==> src/rtl/riscv_single_cycle_lsu_pkg.sv <==
// Shared types and funct3 encodings for the single-cycle core load/store unit.
package riscv_single_cycle_lsu_pkg;

   typedef enum logic [1:0] {
      IDLE     = 2'd0,
      REQ      = 2'd1,
      WAIT_RSP = 2'd2,
      DONE     = 2'd3
   } lsu_state_e;

   typedef enum logic [1:0] {
      CAUSE_MISALIGNED = 2'd0,
      CAUSE_ILLEGAL    = 2'd1,
      CAUSE_BUS_ERR    = 2'd2,
      CAUSE_TIMEOUT    = 2'd3
   } fault_cause_e;

   localparam logic [2:0] LSU_B  = 3'b000;
   localparam logic [2:0] LSU_H  = 3'b001;
   localparam logic [2:0] LSU_W  = 3'b010;
   localparam logic [2:0] LSU_BU = 3'b100;
   localparam logic [2:0] LSU_HU = 3'b101;

   // Stores have no unsigned forms, so any funct3 with bit 2 set is illegal for them.
   function automatic logic is_illegal(input logic [2:0] f3, input logic is_store);
      logic ill;
      ill = (f3 == 3'b011) || (f3 == 3'b110) || (f3 == 3'b111);
      return ill || (is_store && f3[2]);
   endfunction

endpackage

==> src/rtl/riscv_single_cycle_lsu_align.sv <==
// Byte-lane steering for stores and lane extract plus sign/zero extension for loads.
module riscv_single_cycle_lsu_align
   import riscv_single_cycle_lsu_pkg::*;
(
   input  logic [1:0]  st_size,
   input  logic [1:0]  st_off,
   input  logic [31:0] st_data,
   output logic [3:0]  st_be,
   output logic [31:0] st_wdata,
   input  logic [2:0]  ld_funct3,
   input  logic [1:0]  ld_off,
   input  logic [31:0] ld_word,
   output logic [31:0] ld_data
);

   logic [31:0] shifted;

   always_comb begin
      st_be    = 4'b1111;
      st_wdata = st_data;
      case (st_size)
         2'b00: begin
            st_be    = 4'b0001 << st_off;
            st_wdata = {4{st_data[7:0]}};
         end
         2'b01: begin
            st_be    = 4'b0011 << {st_off[1], 1'b0};
            st_wdata = {2{st_data[15:0]}};
         end
         default: ;
      endcase
   end

   assign shifted = ld_word >> {ld_off, 3'b000};

   always_comb begin
      ld_data = shifted;
      case (ld_funct3)
         LSU_B:   ld_data = {{24{shifted[7]}}, shifted[7:0]};
         LSU_H:   ld_data = {{16{shifted[15]}}, shifted[15:0]};
         LSU_BU:  ld_data = {24'd0, shifted[7:0]};
         LSU_HU:  ld_data = {16'd0, shifted[15:0]};
         default: ;
      endcase
   end

endmodule

==> src/rtl/riscv_single_cycle_lsu.sv <==
// Load/store unit: datapath dmem access to valid/ready bus transaction with core stall.
// Optional response timeout is enabled with `define RVSC_LSU_TIMEOUT_EN.
//
// state    | meaning
// IDLE     | no access in flight; decode and fault-check incoming op
// REQ      | req_valid high, request fields frozen until req_ready
// WAIT_RSP | request accepted, waiting for rsp_valid (or timeout)
// DONE     | stall released for one cycle, load data / bus fault presented
module riscv_single_cycle_lsu
   import riscv_single_cycle_lsu_pkg::*;
#(
   parameter int unsigned TIMEOUT_CYCLES = 255
) (
   input  logic        clk,
   input  logic        rst,
   input  logic        mem_read,
   input  logic        mem_write,
   input  logic [2:0]  funct3,
   input  logic [31:0] dmem_addr,
   input  logic [31:0] dmem_wdata,
   output logic [31:0] dmem_rdata,
   output logic        stall,
   output logic        fault_valid,
   output logic [1:0]  fault_cause,
   output logic        req_valid,
   input  logic        req_ready,
   output logic [31:0] req_addr,
   output logic        req_we,
   output logic [3:0]  req_be,
   output logic [31:0] req_wdata,
   input  logic        rsp_valid,
   input  logic [31:0] rsp_rdata,
   input  logic        rsp_err
);

   lsu_state_e   state;
   fault_cause_e cause;
   logic         op, illegal, misaligned, bad;
   logic [3:0]   be_nxt;
   logic [31:0]  wdata_nxt, ld_data;
   logic [1:0]   off_q;
   logic [2:0]   f3_q;
   logic         err_q, to_q, to_hit;
   logic [31:0]  rdata_q;

   assign op         = mem_read | mem_write;
   assign illegal    = is_illegal(funct3, mem_write);
   assign misaligned = ((funct3[1:0] == 2'b01) && dmem_addr[0]) ||
                       ((funct3[1:0] == 2'b10) && (dmem_addr[1:0] != 2'b00));
   assign bad        = illegal | misaligned;
   assign stall      = op & (state != DONE) & ~bad;
   assign req_valid  = (state == REQ);
   assign dmem_rdata = rdata_q;

   riscv_single_cycle_lsu_align u_align (
      .st_size   (funct3[1:0]),
      .st_off    (dmem_addr[1:0]),
      .st_data   (dmem_wdata),
      .st_be     (be_nxt),
      .st_wdata  (wdata_nxt),
      .ld_funct3 (f3_q),
      .ld_off    (off_q),
      .ld_word   (rsp_rdata),
      .ld_data   (ld_data)
   );

`ifdef RVSC_LSU_TIMEOUT_EN
   localparam int CW = (TIMEOUT_CYCLES > 255) ? $clog2(TIMEOUT_CYCLES + 1) : 8;
   logic [CW-1:0] to_cnt;

   // Fires on the last permitted silent WAIT_RSP cycle; a same-cycle response takes precedence.
   assign to_hit = (state == WAIT_RSP) && !rsp_valid && (to_cnt == CW'(TIMEOUT_CYCLES - 1));

   always_ff @(posedge clk or negedge rst) begin
      if (!rst)
         to_cnt <= '0;
      else if (state == REQ && req_ready)
         to_cnt <= '0;
      else if (state == WAIT_RSP && !rsp_valid)
         to_cnt <= to_cnt + CW'(1);
   end
`else
   logic unused_timeout_cfg;
   assign unused_timeout_cfg = ^TIMEOUT_CYCLES;
   assign to_hit = 1'b0;
`endif

   always_ff @(posedge clk or negedge rst) begin
      if (!rst) begin
         state     <= IDLE;
         req_addr  <= '0;
         req_we    <= 1'b0;
         req_be    <= '0;
         req_wdata <= '0;
         off_q     <= '0;
         f3_q      <= '0;
         err_q     <= 1'b0;
         to_q      <= 1'b0;
         rdata_q   <= '0;
      end else begin
         case (state)
            IDLE: begin
               if (op && !bad) begin
                  state     <= REQ;
                  req_addr  <= {dmem_addr[31:2], 2'b00};
                  req_we    <= mem_write;
                  req_be    <= be_nxt;
                  req_wdata <= wdata_nxt;
                  off_q     <= dmem_addr[1:0];
                  f3_q      <= funct3;
               end
            end
            REQ: if (req_ready) state <= WAIT_RSP;
            WAIT_RSP: begin
               if (rsp_valid) begin
                  state   <= DONE;
                  rdata_q <= (rsp_err || req_we) ? 32'd0 : ld_data;
                  err_q   <= rsp_err;
                  to_q    <= 1'b0;
               end else if (to_hit) begin
                  state   <= DONE;
                  rdata_q <= 32'd0;
                  err_q   <= 1'b0;
                  to_q    <= 1'b1;
               end
            end
            DONE:    state <= IDLE;
            default: state <= IDLE;
         endcase
      end
   end

   always_comb begin
      fault_valid = 1'b0;
      cause       = CAUSE_MISALIGNED;
      if (state == IDLE && op && bad) begin
         fault_valid = 1'b1;
         cause       = illegal ? CAUSE_ILLEGAL : CAUSE_MISALIGNED;
      end else if (state == DONE && (err_q || to_q)) begin
         fault_valid = 1'b1;
         cause       = to_q ? CAUSE_TIMEOUT : CAUSE_BUS_ERR;
      end
   end

   assign fault_cause = cause;

endmodule

==> config.mk <==
export PLATFORM = sky130hd
export DESIGN_NAME = riscv_single_cycle_lsu
export DESIGN_NICKNAME = d
export VERILOG_FILES = /design/src/rtl/riscv_single_cycle_lsu_pkg.sv /design/src/rtl/riscv_single_cycle_lsu_align.sv /design/src/rtl/riscv_single_cycle_lsu.sv
export SDC_FILE = /design/constraint.sdc
export NUM_CORES = 1
export LEC_CHECK = 0
export BUFFER_PORTS_ARGS = -buffer_cell sky130_fd_sc_hd__buf_2
export CORE_ASPECT_RATIO = 0.6
export CORE_MARGIN = 8
export CORE_UTILIZATION = 45
export CTS_BUF_LIST = sky130_fd_sc_hd__clkbuf_8 sky130_fd_sc_hd__clkbuf_16
export CTS_CLUSTER_DIAMETER = 80
export CTS_CLUSTER_SIZE = 16
export DETAILED_ROUTE_END_ITERATION = 7
export PLACE_DENSITY = 0.76
export RECOVER_POWER = 50
export SLEW_MARGIN = 5
export SYNTH_ARGS = -nofsm -noshare
export SYNTH_HDL_FRONTEND = slang
export SYNTH_SLANG_ARGS = --single-unit
export TNS_END_PERCENT = 30
==> constraint.sdc <==
create_clock -name clk -period 4.6 [get_ports clk]
set_input_delay 0.23 -clock clk [delete_from_list [all_inputs] [get_ports clk]]
set_output_delay 0.23 -clock clk [all_outputs]
set_load 0.03 [all_outputs]
==> impl_metrics.py <==
metrics = {
    "floorplan": {
        "core-area_um2": 10700,
        "initial_core_util_pct": 46.8,
        "design.die.area_um2": 14900,
        "placement_rows": 29,
        "number_of_top_level_design_ports": 212,
        "chipHeight_um": 97.7,
        "chipWidth_um": 152,
    },
    "synth": {
        "synth-compound-area-share_pct": 12.5,
        "total_standard_cell_area_after_synthesis_um2": 5010,
        "main_combinational_cell_family_by_area_after_synthesis": "multiplexers",
        "unique_masters_post_synth": 31,
        "synthAdderAreaFrac_pct": 0.999,
        "syn_area_per_cell_um2": 11.4,
        "synth_xor_area_share_pct": 0,
        "yosysSeqAreaShare_pct": 53.4,
        "synthMuxAreaShare_pct": 21.0,
        "syn-instance-count": 440,
        "post_synth_and_or_nand_nor_area_fraction_pct": 8.54,
        "ys_seq_elements": 107,
        "yosys_warnings": 0,
    },
    "sta": {
        "max_slew.worst_pin.slew_ns": 2.36,
        "finClkSkew_ns": 0.0104,
        "grt_setup_unrepaired": "no",
        "fmax_mhz": 332,
        "setup-violations-final": 0,
        "final_period_minus_worst_setup_slack_ns": 3.01,
        "report.final.hold_viol_count": 0,
        "timing.final.crit_share_pct": 65.4,
        "maxSlewHeadroom_pct": -57.4,
        "final-max-slew-violation-count": 44,
        "final.setup.tns_ns": 0,
    },
    "worst_hold_path": {
        "worstHoldPathType": "in -> reg",
    },
    "cts": {
        "tritoncts": "yes",
        "clkLatencyLatePin_ns": 0.34,
        "cts_post_setup_buffers_inserted": 0,
        "clock_pin_slew_worst_setup_and_hold_paths_ns": 0.07,
        "cts.path.max_buffers": 2,
        "h-tree-depth": 3,
        "numCtsBuffers": 9,
        "cts.root.buffer_cell": "clkbuf_16",
        "tritoncts_num_sinks": 107,
    },
    "power": {
        "power.leakage_nw": 2.97,
        "worst_ir_drop_vdd_uv": 354,
        "power-per-cell-area_nw_per_um2": 742,
    },
    "critical_path": {
        "worstPathMaxFanout": 65,
        "critPathKind": "in -> async",
        "worstPathArrival_ns": 3.37,
        "crit_path_start_kind": "input pin",
        "cp_slowest_cell": "clkbuf_1",
        "timing.critical_path.to_type": "asynchronous set/reset pin",
        "path_cells": "dlygate4sd3_1 > clkbuf_1 > buf_4",
        "critical_path_required_ns": 4.96,
        "critPathMaxStageDelay_ns": 1.67,
    },
    "global_route": {
        "grt_pass1_vias": 4415,
        "maximum_number_of_pins_on_one_net_before_global_route_repair": 66,
        "antenna_found_initial": 1,
        "groute.usage.overall_pct": 19.5,
        "grt_pass1_wl_um": 23800,
        "grt_overflow": 0,
    },
    "route": {
        "drt_iter0_markers": 215,
        "num_vias": 4176,
        "route.antenna.remaining_nets": 0,
        "detail_route.vias_per_cell": 5.37,
        "drc_errors": 0,
        "detail_route.wl_per_cell_um": 19.1,
        "drtPass1Iterations": 4,
        "drt_wl_total_um": 14900,
    },
    "place": {
        "post-place-cells": 760,
        "port_buffers": 209,
        "hpwl_um": 11500,
        "gp_congestion": 0.875,
    },
    "run_status": {
        "violations": "max-capacitance violations, max-slew violations",
        "result_of_the_run": "complete, but fails checks",
    },
    "layout": {
        "layout-drive-gt1-share_pct": 31.0,
        "antenna_cells": 0,
        "final_cells": 777,
        "syn2layout_area_growth_pct": 25.6,
        "finish.net_count": 743,
        "multiInputGateArea_um2": 2170,
        "area.sequential_um2": 2680,
        "filler_cell_count": 980,
    },
    "job": {
        "timing.max_cap.violations": 1,
    },
}
-- cell type report --
| class | count | share of cell area (%) |
|---|---|---|
| sequential | 107 | 42.6 |
| multi-input combinational | 295 | 34.5 |
| timing repair buffer | 215 | 15.5 |
| clock buffer | 9 | 3.58 |
| tap | 139 | 2.76 |
| clock inverter | 7 | 0.776 |
| inverter | 5 | 0.298 |
-- layer usage --
metal	track usage (%)	wire length, um	vias to the layer above
met5	0	13	-
met4	3.44	95	2
met3	8.93	1540	9
met2	30.0	6650	165
met1	25.1	6570	2044
li1	-	-	1956
-- stage by stage --
| step | power, mW | hold WS [ns] | worst slack, ns | instance area, um^2 | utilization (%) |
|---|---|---|---|---|---|
| 6_report | 4.67 | 0.126 | 1.59 | 6290 | 58.8 |
| 3_3_place_gp | 4.00 | 0.250 | 1.95 | 6140 | 57.4 |
| 5_1_grt | 4.94 | 0.115 | 1.05 | 6290 | 58.8 |
| 3_5_place_dp | 4.08 | 0.257 | 1.87 | 6140 | 57.4 |
| 4_1_cts | 4.81 | 0.112 | 1.90 | 6420 | 60.0 |
| 2_1_floorplan | 3.31 | -0.0656 | 2.66 | 5010 | - |
-- flip-flops by register name, summed over array words and instances, names as in the netlist --
signal / flops
state: 2
req_addr: 30
req_we: 1
req_wdata: 32
dmem_rdata: 32
off_q: 2
req_be: 4
f3_q: 3
err_q: 1
-- kinds of logic after synthesis --
family                     after synthesis
AOI/OAI and AO/OA                      103
adders and majority gates                4
buffers and inverters                   39
DFF                                    107
muxes                                   96
other                                    1
and+or+nand+nor                         90
-- cells in the mapped netlist --
cell / number / area (um^2)
nand2_1: 52 / 195
mux2i_1: 42 / 420
dfrtp_1: 107 / 2680
o21a_1: 1 / 7.51
mux4_2: 2 / 45.0
clkbuf_1: 23 / 86.3
nor2_1: 19 / 71.3
o22ai_1: 1 / 6.26
o21ai_0: 53 / 265
o32a_1: 1 / 10.0
nand4bb_1: 1 / 11.3
a221o_1: 6 / 60.1
a21oi_1: 29 / 145
a221oi_1: 2 / 17.5
ha_1: 4 / 50.1
nor4_4: 1 / 21.3
buf_4: 2 / 15.0
nor3b_2: 2 / 25.0
or2_2: 2 / 12.5
mux2_2: 52 / 586
nor3b_1: 1 / 7.51
buf_6: 2 / 22.5
inv_1: 5 / 18.8
conb_1: 1 / 3.75
nor2b_1: 2 / 12.5
nor4_1: 1 / 6.26
buf_1: 2 / 7.51
a221o_2: 10 / 113
buf_2: 5 / 25.0
nand2b_1: 2 / 12.5
nand3b_1: 7 / 52.6
-- where the power goes --
part	internal, mW	switching, mW	total, mW
clock network	0.371	0.350	0.720
logic	0.706	1.57	2.28
registers	1.38	0.292	1.67
-- critical path: cells and delay by family --
kind                   cells  cell delay, ns
buffers and inverters      3            3.05
-- path summary, 6_finish.rpt --
path / cells after the start / endpoint / slack [ns] / from
setup reg to reg: 3 / dmem_rdata[17] / 1.85 / off_q[1]
hold reg to reg: 2 / req_wdata[25] / 0.49 / req_wdata[25]
setup / recovery: 3 / err_q / 1.59 / rst
hold / removal: 2 / req_addr[15] / 0.13 / dmem_addr[15]
max in group clk: 3 / dmem_rdata[17] / 1.85 / off_q[1]
min in group asynchronous: 2 / req_wdata[16] / 1.14 / rst
-- repair_timing --
item                       CTS  global route
setup endpoints to repair    0             0
resized for setup            0             0
hold buffers                 1             0
hold endpoints to repair    42             0
-- cell usage in the layout (no fill, tap or decap), drive strengths merged, types with 2 or more instances in the layout --
cell type	n
conb	2
or2	2
nand2b	2
mux2	52
clkbuf	111
mux2i	42
inv	8
nand3b	7
ha	4
buf	112
mux4	2
clkinv	3
nor2	19
nand2	52
dfrtp	107
a21oi	29
o21ai	53
nor3b	3
nor4	2
a221o	16
nor2b	2
a221oi	2
Note: power is estimated with default switching activity, not from simulation.
